File: config.mk
export PLATFORM = sky130hd
export DESIGN_NAME = wb_arbiter_flat
export DESIGN_NICKNAME = d
export VERILOG_FILES = /design/src/rtl/wb_arbiter_pkg.sv /design/src/rtl/wb_arbiter_if.sv /design/src/rtl/wb_arbiter_ldfmt.sv /design/src/rtl/wb_arbiter.sv /design/src/flat_wrapper.sv
export SDC_FILE = /design/constraint.sdc
export NUM_CORES = 1
export LEC_CHECK = 0
export ABC_AREA = 1
export CAP_MARGIN = 15
export CORE_MARGIN = 2
export CORE_UTILIZATION = 30
export CTS_CLUSTER_SIZE = 10
export DETAILED_ROUTE_END_ITERATION = 10
export PLACE_DENSITY = 0.62
export SKIP_LAST_GASP = 1
export SLEW_MARGIN = 0
export SYNTH_ARGS = -nofsm -noshare
export SYNTH_HDL_FRONTEND = slang
export SYNTH_SLANG_ARGS = --single-unit
File: constraint.sdc
create_clock -name clk -period 5.2 [get_ports clk]
set_clock_uncertainty 0.15 [all_clocks]
set_input_delay 1.04 -clock clk [delete_from_list [all_inputs] [get_ports clk]]
set_output_delay 1.04 -clock clk [all_outputs]
set_load 0.02 [all_outputs]
File: src/rtl/wb_arbiter_pkg.sv
// Shared definitions for the writeback arbiter: register file bus widths,
// the hard-wired zero register address and the load size encodings.
package wb_arbiter_pkg;

   typedef logic [31:0] RegBus;
   typedef logic [4:0]  RegAddrBus;

   localparam RegAddrBus ZeroRegAddr = 5'd0;

   localparam logic [1:0] LS_BYTE = 2'b00;
   localparam logic [1:0] LS_HALF = 2'b01;
   localparam logic [1:0] LS_WORD = 2'b10;

   // One register file write: destination plus value.
   typedef struct packed {
      RegAddrBus addr;
      RegBus     data;
   } wr_t;

endpackage

File: src/rtl/wb_arbiter_if.sv
// Bus bundle between the execute/memory stages and the writeback arbiter.
//
// Handshake: the ALU push transfers in a cycle where alu_valid_i=1 and
// alu_ready_o=1; while valid is high and ready is low the source holds
// addr/data stable. The LSU return has no ready: every cycle with
// lsu_valid_i=1 is a transfer. The write port and hazard outputs are
// plain level signals with no handshake.
interface wb_arbiter_if;
   import wb_arbiter_pkg::*;

   logic       alu_valid_i;
   logic       alu_ready_o;
   RegAddrBus  alu_addr_i;
   RegBus      alu_data_i;

   logic       lsu_valid_i;
   RegAddrBus  lsu_addr_i;
   RegBus      lsu_data_i;
   logic [1:0] lsu_size_i;
   logic       lsu_sign_i;
   logic [1:0] lsu_offset_i;

   logic       wen_o;
   RegAddrBus  wr_addr_o;
   RegBus      wr_data_o;

   RegAddrBus  hz_addr_i;
   logic       hz_hit_o;

   modport master (
      output alu_valid_i, alu_addr_i, alu_data_i,
      output lsu_valid_i, lsu_addr_i, lsu_data_i, lsu_size_i, lsu_sign_i, lsu_offset_i,
      output hz_addr_i,
      input  alu_ready_o, wen_o, wr_addr_o, wr_data_o, hz_hit_o
   );

   modport slave (
      input  alu_valid_i, alu_addr_i, alu_data_i,
      input  lsu_valid_i, lsu_addr_i, lsu_data_i, lsu_size_i, lsu_sign_i, lsu_offset_i,
      input  hz_addr_i,
      output alu_ready_o, wen_o, wr_addr_o, wr_data_o, hz_hit_o
   );

endinterface

File: src/rtl/wb_arbiter_ldfmt.sv
// Load data formatter: extracts the addressed byte/half from a 32-bit load
// return and sign- or zero-extends it. Purely combinational.
module wb_ldfmt
   import wb_arbiter_pkg::*;
(
   input  RegBus      data,
   input  logic [1:0] size,
   input  logic       sign,
   input  logic [1:0] offset,
   output RegBus      result
);

   logic [7:0]  byte_lane;
   logic [15:0] half_lane;

   // Lane select and extension; size code 11 falls through to word.
   always_comb begin
      byte_lane = data[{offset, 3'b000} +: 8];
      half_lane = offset[1] ? data[31:16] : data[15:0];
      result    = data;
      case (size)
         LS_BYTE: result = {{24{sign & byte_lane[7]}}, byte_lane};
         LS_HALF: result = {{16{sign & half_lane[15]}}, half_lane};
         LS_WORD: result = data;
         default: result = data;
      endcase
   end

endmodule

File: src/rtl/wb_arbiter.sv
// Writeback arbiter: merges the LSU load return (strict priority, never
// stalled) and the ALU result stream onto the single register file write
// port. ALU results that lose arbitration wait in a small in-order FIFO.
// The selected write is registered, so wen_o follows selection by a cycle.
module wb_arbiter #(
   parameter int FIFO_DEPTH = 2
) (
   input logic        clk,
   input logic        rstn,
   wb_arbiter_if.slave bus
);
   import wb_arbiter_pkg::*;

   localparam int PW = $clog2(FIFO_DEPTH);
   localparam int CW = PW + 1;
   localparam logic [CW-1:0] DEPTH_C = CW'(FIFO_DEPTH);

   wr_t             fifo_mem [FIFO_DEPTH];
   logic [PW-1:0]   rd_ptr;
   logic [PW-1:0]   wr_ptr;
   logic [CW-1:0]   count;
   logic            full;
   logic            empty;
   logic            push;
   logic            pop;
   logic            enq;
   logic            ready;
   RegBus           lsu_fmt;
   wr_t             alu_wr;
   wr_t             sel;
   logic            sel_valid;
   logic            fifo_hit;
   logic [PW-1:0]   rel;
   logic            wen_r;
   RegAddrBus       addr_r;
   RegBus           data_r;

   wb_ldfmt u_ldfmt (
      .data   (bus.lsu_data_i),
      .size   (bus.lsu_size_i),
      .sign   (bus.lsu_sign_i),
      .offset (bus.lsu_offset_i),
      .result (lsu_fmt)
   );

   // Ready depends only on occupancy, so a full FIFO refuses a push even in
   // a cycle where it also drains an entry. Held low throughout reset.
   assign full   = (count == DEPTH_C);
   assign empty  = (count == '0);
   assign ready  = ~rstn & ~full;
   assign push   = bus.alu_valid_i & ready;
   assign alu_wr = {bus.alu_addr_i, bus.alu_data_i};

   // Per-cycle selection: LSU, else FIFO head, else bypass the ALU push.
   always_comb begin
      sel_valid = 1'b0;
      sel       = '0;
      pop       = 1'b0;
      enq       = 1'b0;
      if (bus.lsu_valid_i) begin
         sel_valid = 1'b1;
         sel       = {bus.lsu_addr_i, lsu_fmt};
         enq       = push;
      end else if (!empty) begin
         sel_valid = 1'b1;
         sel       = fifo_mem[rd_ptr];
         pop       = 1'b1;
         enq       = push;
      end else if (push) begin
         sel_valid = 1'b1;
         sel       = alu_wr;
      end
   end

   // FIFO pointers and occupancy; pointers wrap naturally (power-of-two depth).
   always_ff @(posedge clk or posedge rstn) begin
      if (rstn) begin
         rd_ptr <= '0;
         wr_ptr <= '0;
         count  <= '0;
      end else begin
         if (enq) wr_ptr <= wr_ptr + PW'(1);
         if (pop) rd_ptr <= rd_ptr + PW'(1);
         if (enq && !pop)      count <= count + CW'(1);
         else if (pop && !enq) count <= count - CW'(1);
      end
   end

   // FIFO storage; contents are only meaningful inside the occupied window.
   always_ff @(posedge clk) begin
      if (enq) fifo_mem[wr_ptr] <= alu_wr;
   end

   // Output register; address-0 writes are consumed but never enabled.
   always_ff @(posedge clk or posedge rstn) begin
      if (rstn) begin
         wen_r  <= 1'b0;
         addr_r <= ZeroRegAddr;
         data_r <= '0;
      end else begin
         wen_r <= sel_valid && (sel.addr != ZeroRegAddr);
         if (sel_valid) begin
            addr_r <= sel.addr;
            data_r <= sel.data;
         end
      end
   end

   // Hazard scan over the occupied FIFO window (offset from rd_ptr < count).
   always_comb begin
      fifo_hit = 1'b0;
      rel      = '0;
      for (int i = 0; i < FIFO_DEPTH; i++) begin
         rel = PW'(i) - rd_ptr;
         if (({1'b0, rel} < count) && (fifo_mem[i].addr == bus.hz_addr_i))
            fifo_hit = 1'b1;
      end
   end

   assign bus.alu_ready_o = ready;
   assign bus.wen_o       = wen_r;
   assign bus.wr_addr_o   = addr_r;
   assign bus.wr_data_o   = data_r;
   assign bus.hz_hit_o    = ~rstn && (bus.hz_addr_i != ZeroRegAddr) &&
                            (fifo_hit || (wen_r && (addr_r == bus.hz_addr_i)));

endmodule

File: src/flat_wrapper.sv
// flat-port wrapper written by rule: the top's interface ports become plain ports
module wb_arbiter_flat import wb_arbiter_pkg::*;
#(
   parameter int FIFO_DEPTH = 2
)
  (clk, rstn, bus_alu_valid_i, bus_alu_addr_i, bus_alu_data_i, bus_lsu_valid_i, bus_lsu_addr_i, bus_lsu_data_i, bus_lsu_size_i, bus_lsu_sign_i, bus_lsu_offset_i, bus_hz_addr_i, bus_alu_ready_o, bus_wen_o, bus_wr_addr_o, bus_wr_data_o, bus_hz_hit_o);
  wb_arbiter_if bus_i ();
  input logic clk;
  input logic rstn;
  input wire logic [$bits(bus_i.alu_valid_i)-1:0] bus_alu_valid_i;
  input wire logic [$bits(bus_i.alu_addr_i)-1:0] bus_alu_addr_i;
  input wire logic [$bits(bus_i.alu_data_i)-1:0] bus_alu_data_i;
  input wire logic [$bits(bus_i.lsu_valid_i)-1:0] bus_lsu_valid_i;
  input wire logic [$bits(bus_i.lsu_addr_i)-1:0] bus_lsu_addr_i;
  input wire logic [$bits(bus_i.lsu_data_i)-1:0] bus_lsu_data_i;
  input wire logic [$bits(bus_i.lsu_size_i)-1:0] bus_lsu_size_i;
  input wire logic [$bits(bus_i.lsu_sign_i)-1:0] bus_lsu_sign_i;
  input wire logic [$bits(bus_i.lsu_offset_i)-1:0] bus_lsu_offset_i;
  input wire logic [$bits(bus_i.hz_addr_i)-1:0] bus_hz_addr_i;
  output wire logic [$bits(bus_i.alu_ready_o)-1:0] bus_alu_ready_o;
  output wire logic [$bits(bus_i.wen_o)-1:0] bus_wen_o;
  output wire logic [$bits(bus_i.wr_addr_o)-1:0] bus_wr_addr_o;
  output wire logic [$bits(bus_i.wr_data_o)-1:0] bus_wr_data_o;
  output wire logic [$bits(bus_i.hz_hit_o)-1:0] bus_hz_hit_o;
  assign bus_i.alu_valid_i = bus_alu_valid_i;
  assign bus_i.alu_addr_i = bus_alu_addr_i;
  assign bus_i.alu_data_i = bus_alu_data_i;
  assign bus_i.lsu_valid_i = bus_lsu_valid_i;
  assign bus_i.lsu_addr_i = bus_lsu_addr_i;
  assign bus_i.lsu_data_i = bus_lsu_data_i;
  assign bus_i.lsu_size_i = bus_lsu_size_i;
  assign bus_i.lsu_sign_i = bus_lsu_sign_i;
  assign bus_i.lsu_offset_i = bus_lsu_offset_i;
  assign bus_i.hz_addr_i = bus_hz_addr_i;
  assign bus_alu_ready_o = bus_i.alu_ready_o;
  assign bus_wen_o = bus_i.wen_o;
  assign bus_wr_addr_o = bus_i.wr_addr_o;
  assign bus_wr_data_o = bus_i.wr_data_o;
  assign bus_hz_hit_o = bus_i.hz_hit_o;
  wb_arbiter #(.FIFO_DEPTH(FIFO_DEPTH)) u_core (.clk(clk), .rstn(rstn), .bus(bus_i));
endmodule
==> results of run 1 <==
-- worst max-delay path by stage --
| stage | end | cells after the start |
|---|---|---|
| 2_1_floorplan | u_core.fifo_mem[0][0] | 6 |
| 5_1_grt | bus_hz_hit_o | 10 |
| 6_report | bus_hz_hit_o | 10 |
| 3_3_place_gp | bus_hz_hit_o | 10 |
| 4_1_cts | bus_hz_hit_o | 10 |
| 3_5_place_dp | bus_hz_hit_o | 10 |
-- state kept, by name, summed over array words and instances, names as in the netlist --
name,cells
u_core.fifo_mem,74
u_core.bus.wr_data_o,32
u_core.bus.wr_addr_o,5
u_core.count,2
u_core.bus.wen_o,1
u_core.rd_ptr,1
u_core.wr_ptr,1
-- cells in the mapped netlist, drive strengths merged --
cell,instances,area share [%]
nor4,1,0.11
o31ai,3,0.38
a21oi,37,3.1
edfxtp,74,37
xor2,14,2.1
nand2,259,17
a21o,1,0.13
inv,29,1.8
buf,28,3.1
nand3,78,6.8
o211ai,10,1.3
nor2,62,4.4
nand4,2,0.21
o21ai,41,3.5
o21bai,1,0.13
or2,2,0.21
clkinv,1,0.084
dfrtp,42,18
clkbuf,11,0.70
-- power by group --
part	switching (mW)	leakage, nW	internal [mW]	total (mW)
Clock	0.400	0.313	0.886	1.29
Sequential	0.152	1.18	1.19	1.35
Combinational	0.804	1.84	0.496	1.30
Total	1.36	3.34	2.58	3.93
-- routing by layer --
metal  GRT usage [%]  part of all wire (%)  vias up
met5               0                     0        -
met4            5.98                   1.3        0
met3            4.07                   7.1       13
met2            27.4                    46      180
met1            25.0                    46     2458
li1                -                     -     2549
-- cell type report --
| type | instances | area, µm² |
|---|---|---|
| Sequential cell | 116 | 3270 |
| Multi-Input combinational cell | 511 | 2330 |
| Clock inverter | 9 | 175 |
| Clock buffer | 23 | 478 |
| Tap cell | 265 | 332 |
| Fill cell | 1911 | 11400 |
| Antenna cell | 1 | 2.50 |
| Timing Repair Buffer | 138 | 1350 |
| Inverter | 30 | 114 |
-- critical path, cell delays in order --
cell and delay, ns:
clkdlybuf4s50_1 0.58, inv_1 0.08, nand2_1 0.06, o21ai_0 0.07
nor2_1 0.09, nand3_1 0.08, nand3_1 0.09, nand2_1 0.05
inv_1 0.04, clkdlybuf4s50_1 0.60
-- kinds of logic (layout without fill, tap and decap cells) --
group | after synthesis | in the layout | synth area share (%)
buffers and inverters | 69 | 200 | 5.74
and+or+nand+nor | 404 | 404 | 28.5
other | 0 | 1 | 0
xor gates and xnor gates | 14 | 14 | 2.07
AOI/OAI and AO/OA | 93 | 93 | 8.48
DFF | 116 | 116 | 55.2
==> results.sh, run 1 <==
export IMPL_outcome="complete, no violations"
export IMPL_rr_worst_depth=7
export IMPL_syn_nets=784
export IMPL_clockRootBuffer="clkbuf_16"
export IMPL_cts_tree="done"
export IMPL_final_nets=902
export IMPL_htreeDepth=4
export IMPL_ir_drop_v=0.000204
export IMPL_setup_worst_path_end_class="output pin"
export IMPL_crit_fanout=4
export IMPL_ant_nets=0
export IMPL_antenna_found_initial=1
export IMPL_area_delta_synth_final_pct=35.9
export IMPL_maxSlewHeadroom_pct=45.0
export IMPL_finalCriticalPeriod_ns=3.99
export IMPL_grt_first_pass_wirelength_um=27900
export IMPL_ys_warnings_count=0
export IMPL_place_port_buffers=127
export IMPL_max_cap_violations=0
export IMPL_die_y_um=145
export IMPL_final_common_cell="nand2_1"
export IMPL_cp_arrival_ns=2.80
export IMPL_routed_wl_um=18200
export IMPL_synth_cell_area_mm2=0.00593
export IMPL_layout_common_cells="254 x nand2_1, 127 x clkdlybuf4s50_1, 75 x nand3_1"
export IMPL_cts_sinks=116
export IMPL_fp_row_count=51
export IMPL_grt_ovfl_total=0
export IMPL_grt_pass1_vias=5060
export IMPL_max_clock_freq_ghz=0.251
export IMPL_grt_usage_pct=17.9
export IMPL_dpl_hpwl_um=12900
export IMPL_crit_type="in -> out"
export IMPL_postLayoutCoreUtil_pct=41.4
export IMPL_whs_path_depth=2
export IMPL_postCtsHoldBufs=0
export IMPL_finalHoldViolCount=0
export IMPL_cts_setup_buffers=0
export IMPL_fin_ws_ns=1.21
export IMPL_place_ws_ns=1.23
export IMPL_initial_core_util_pct=30.5
export IMPL_fin_area_mm2=0.00806
export IMPL_slew_violations=0
export IMPL_crit_start="bus_hz_addr_i[1]"
export IMPL_insertion_delay_ns=0.41
export IMPL_wire_per_inst_um=16.7
export IMPL_drc=0
export IMPL_period_share_pct=76.7
export IMPL_final_cells=1093
export IMPL_synth_distinct_cells=30
export IMPL_leakagePower_nw=3.34
export IMPL_dieArea_mm2=0.0209
export IMPL_synth_cells=696
export IMPL_firstDrtPassIters=5
export IMPL_setup_viol=0
export IMPL_core_area_mm2=0.0195
export IMPL_whs_ns=0.327
export IMPL_cts_resized=0
export IMPL_grt_max_degree=43
export IMPL_avgSynthCellArea_um2=8.52
export IMPL_drt_initial_drc_count=522
export IMPL_finalWeightedCongestion=0.847
export IMPL_ys_ff_latch=116
export IMPL_hold_end="u_core.bus.wr_data_o[23]"
export IMPL_reg2reg_slack_ns=2.57
export IMPL_start_kind="input port"
export IMPL_vias=5200
export IMPL_via_per_inst=4.76
export IMPL_hp_start="u_core.bus.wr_data_o[23]"
export IMPL_cts_buffer_depth=2
export IMPL_worstMarginPinSlew_ns=0.822
export IMPL_dp_cells=1060
export IMPL_rsz0062_at_grt="false"
export IMPL_fin_total_pwr_mw=3.93
export IMPL_reg2reg_to="u_core.fifo_mem[1][3]"
export IMPL_fp_dieW_um=145
export IMPL_power_density_mw_per_mm2=488
export IMPL_numCtsBuffers=17
export IMPL_place_area_mm2=0.00740
export IMPL_clk_pin_slew_ns=0.05
export IMPL_yosysSeqAreaShare_pct=55.2
export IMPL_finalSetupTns_ns=0
export IMPL_r2r_start="u_core.count[0]"
export IMPL_io_pins=128
export IMPL_critPathRequiredTime_ns=4.01
export IMPL_hold_path_class="reg -> reg"
export IMPL_drive_gt1_share_pct=7.50
No activity file was read; power rests on OpenSTA's default activity.
==> run 2: changes to the inputs <==
Settings changed: PLACE_DENSITY 0.62 to 0.64.
Clock period 5.2 ns to 3.6 ns, I/O delays scaled along.
==> results.sh, run 2 (synthesized netlist as in run 1, its figures left out) <==
export IMPL_area_delta_synth_final_pct=36.4
export IMPL_final_common_cell="nand2_1"
export IMPL_max_clock_freq_ghz=0.302
export IMPL_grt_first_pass_wirelength_um=28700
export IMPL_routed_wl_um=18800
export IMPL_dieArea_mm2=0.0209
export IMPL_largest_reg_flops=74
export IMPL_firstDrtPassIters=8
export IMPL_fp_row_count=51
export IMPL_postCtsHoldBufs=0
export IMPL_reg2reg_to="u_core.bus.wr_data_o[26]"
export IMPL_dp_cells=1062
export IMPL_max_cap_violations=0
export IMPL_die_y_um=145
export IMPL_drt_initial_drc_count=475
export IMPL_setup_viol=0
export IMPL_clockRootBuffer="clkbuf_16"
export IMPL_maxSlewHeadroom_pct=54.7
export IMPL_drc=0
export IMPL_numCtsBuffers=17
export IMPL_cts_buffer_depth=2
export IMPL_r2r_start="u_core.count[0]"
export IMPL_rr_worst_depth=6
export IMPL_crit_fanout=4
export IMPL_rsz0062_at_grt="false"
export IMPL_fillers=1909
export IMPL_crit_start="bus_hz_addr_i[1]"
export IMPL_crit_path_top_delay_cell="clkdlybuf4s50_1"
export IMPL_insertion_delay_ns=0.42
export IMPL_place_area_mm2=0.00743
export IMPL_clk_pin_slew_ns=0.06
export IMPL_cts_tree="done"
export IMPL_reg2reg_slack_ns=1.18
export IMPL_power_density_mw_per_mm2=712
export IMPL_wire_per_inst_um=17.1
export IMPL_grt_pass1_vias=5229
export IMPL_outcome="complete, no violations"
export IMPL_dpl_hpwl_um=12600
export IMPL_path_buf_inv=4
export IMPL_period_share_pct=92.1
export IMPL_crit_cells=10
export IMPL_drive_gt1_share_pct=7.72
export IMPL_cts_resized=0
export IMPL_antenna_found_initial=1
export IMPL_grt_max_degree=43
export IMPL_final_nets=904
export IMPL_start_kind="input port"
export IMPL_cts_sinks=116
export IMPL_slew_violations=0
export IMPL_layout_common_cells="254 x nand2_1, 127 x clkdlybuf4s50_1, 75 x nand3_1"
export IMPL_path_cells="clkdlybuf4s50_1 -> inv_1 -> nand2_1 -> o21ai_0 -> nor2_1 -> nand3_1 -> nand3_1 -> nand2_1 -> inv_1 -> clkdlybuf4s50_1"
export IMPL_cp_arrival_ns=2.45
export IMPL_final_cells=1094
export IMPL_htreeDepth=4
export IMPL_leakagePower_nw=3.35
export IMPL_place_port_buffers=127
export IMPL_setup_worst_path_end_class="output pin"
export IMPL_cpPeakStageDelay_ns=0.59
export IMPL_grt_usage_pct=18.5
export IMPL_hold_path_class="reg -> reg"
export IMPL_io_pins=128
export IMPL_core_area_mm2=0.0195
export IMPL_fp_dieW_um=145
export IMPL_finalWeightedCongestion=0.877
export IMPL_finalHoldViolCount=0
export IMPL_diodes=0
export IMPL_via_per_inst=4.82
export IMPL_largest_register="u_core.fifo_mem"
export IMPL_worstMarginPinSlew_ns=0.679
export IMPL_initial_core_util_pct=30.5
export IMPL_ant_nets=0
export IMPL_grt_ovfl_total=0
export IMPL_fin_area_mm2=0.00809
export IMPL_crit_type="in -> out"
export IMPL_cts_setup_buffers=0
export IMPL_ir_drop_v=0.000313
export IMPL_cpLargestDelayFamily="buffers and inverters"
export IMPL_finalCriticalPeriod_ns=3.32
export IMPL_vias=5269
export IMPL_endpoint="bus_hz_hit_o"
export IMPL_critPathRequiredTime_ns=2.73
## run 2: layout make-up
cell class / instances / area [µm²] / area share [%]
repair buffers: 140 / 1380 / 17.1
flip-flops and latches: 116 / 3270 / 40.4
well taps: 265 / 332 / 4.10
clock inverters: 13 / 230 / 2.84
inverters: 30 / 114 / 1.41
clock buffers: 19 / 433 / 5.35
multi-input cells: 511 / 2330 / 28.8
## run 2: metrics by stage
step	setup WS [ns]	total power [mW]	TNS, ns	util (%)	hold WS (ns)
4_1_cts	0.284	5.78	0	41.6	0.330
5_1_grt	0.180	6.06	0	41.6	0.357
3_5_place_dp	0.285	3.85	0	38.2	0.315
2_1_floorplan	-0.277	3.04	-19.86	-	0.337
3_3_place_gp	0.286	3.83	0	38.2	0.316
6_report	0.284	5.76	0	41.6	0.329
## run 2: worst min-delay path: cells and delay by family, from the launching register on
family / cells / cell delay (ns)
flip-flops: 1 / 0.34
AND/OR/NAND/NOR: 2 / 0.11
## run 2: routing by layer
layer | vias up | wire, µm | global-route usage [%]
met3 | 26 | 1200 | 4.11
li1 | 2549 | - | -
met2 | 176 | 8810 | 29.2
met5 | - | 11 | 0
met1 | 2516 | 8380 | 24.9
met4 | 2 | 347 | 6.69
## run 2: worst min-delay path by stage
stage,from,end,slack [ns],depth (start not counted)
after global routing,u_core.bus.wr_data_o[20],u_core.bus.wr_data_o[20],0.36,2
after floorplan,u_core.fifo_mem[1][0],u_core.bus.wr_data_o[0],0.34,2
after detailed placement,u_core.bus.wr_data_o[23],u_core.bus.wr_data_o[23],0.31,2
after CTS,u_core.bus.wr_data_o[23],u_core.bus.wr_data_o[23],0.33,2
final,u_core.bus.wr_data_o[23],u_core.bus.wr_data_o[23],0.33,2
after global placement,u_core.bus.wr_data_o[23],u_core.bus.wr_data_o[23],0.32,2
## run 2: where the power goes
part	internal, mW	switching (mW)	leakage, nW
logic	0.724	1.20	1.85
registers	1.72	0.192	1.18
clock network	1.30	0.623	0.315
==> run 3: changes to the inputs <==
Settings changed: SKIP_LAST_GASP 1 to not set.
==> results of run 3 <==
The final DEF is identical to that of run 2; final timing and power are the same.
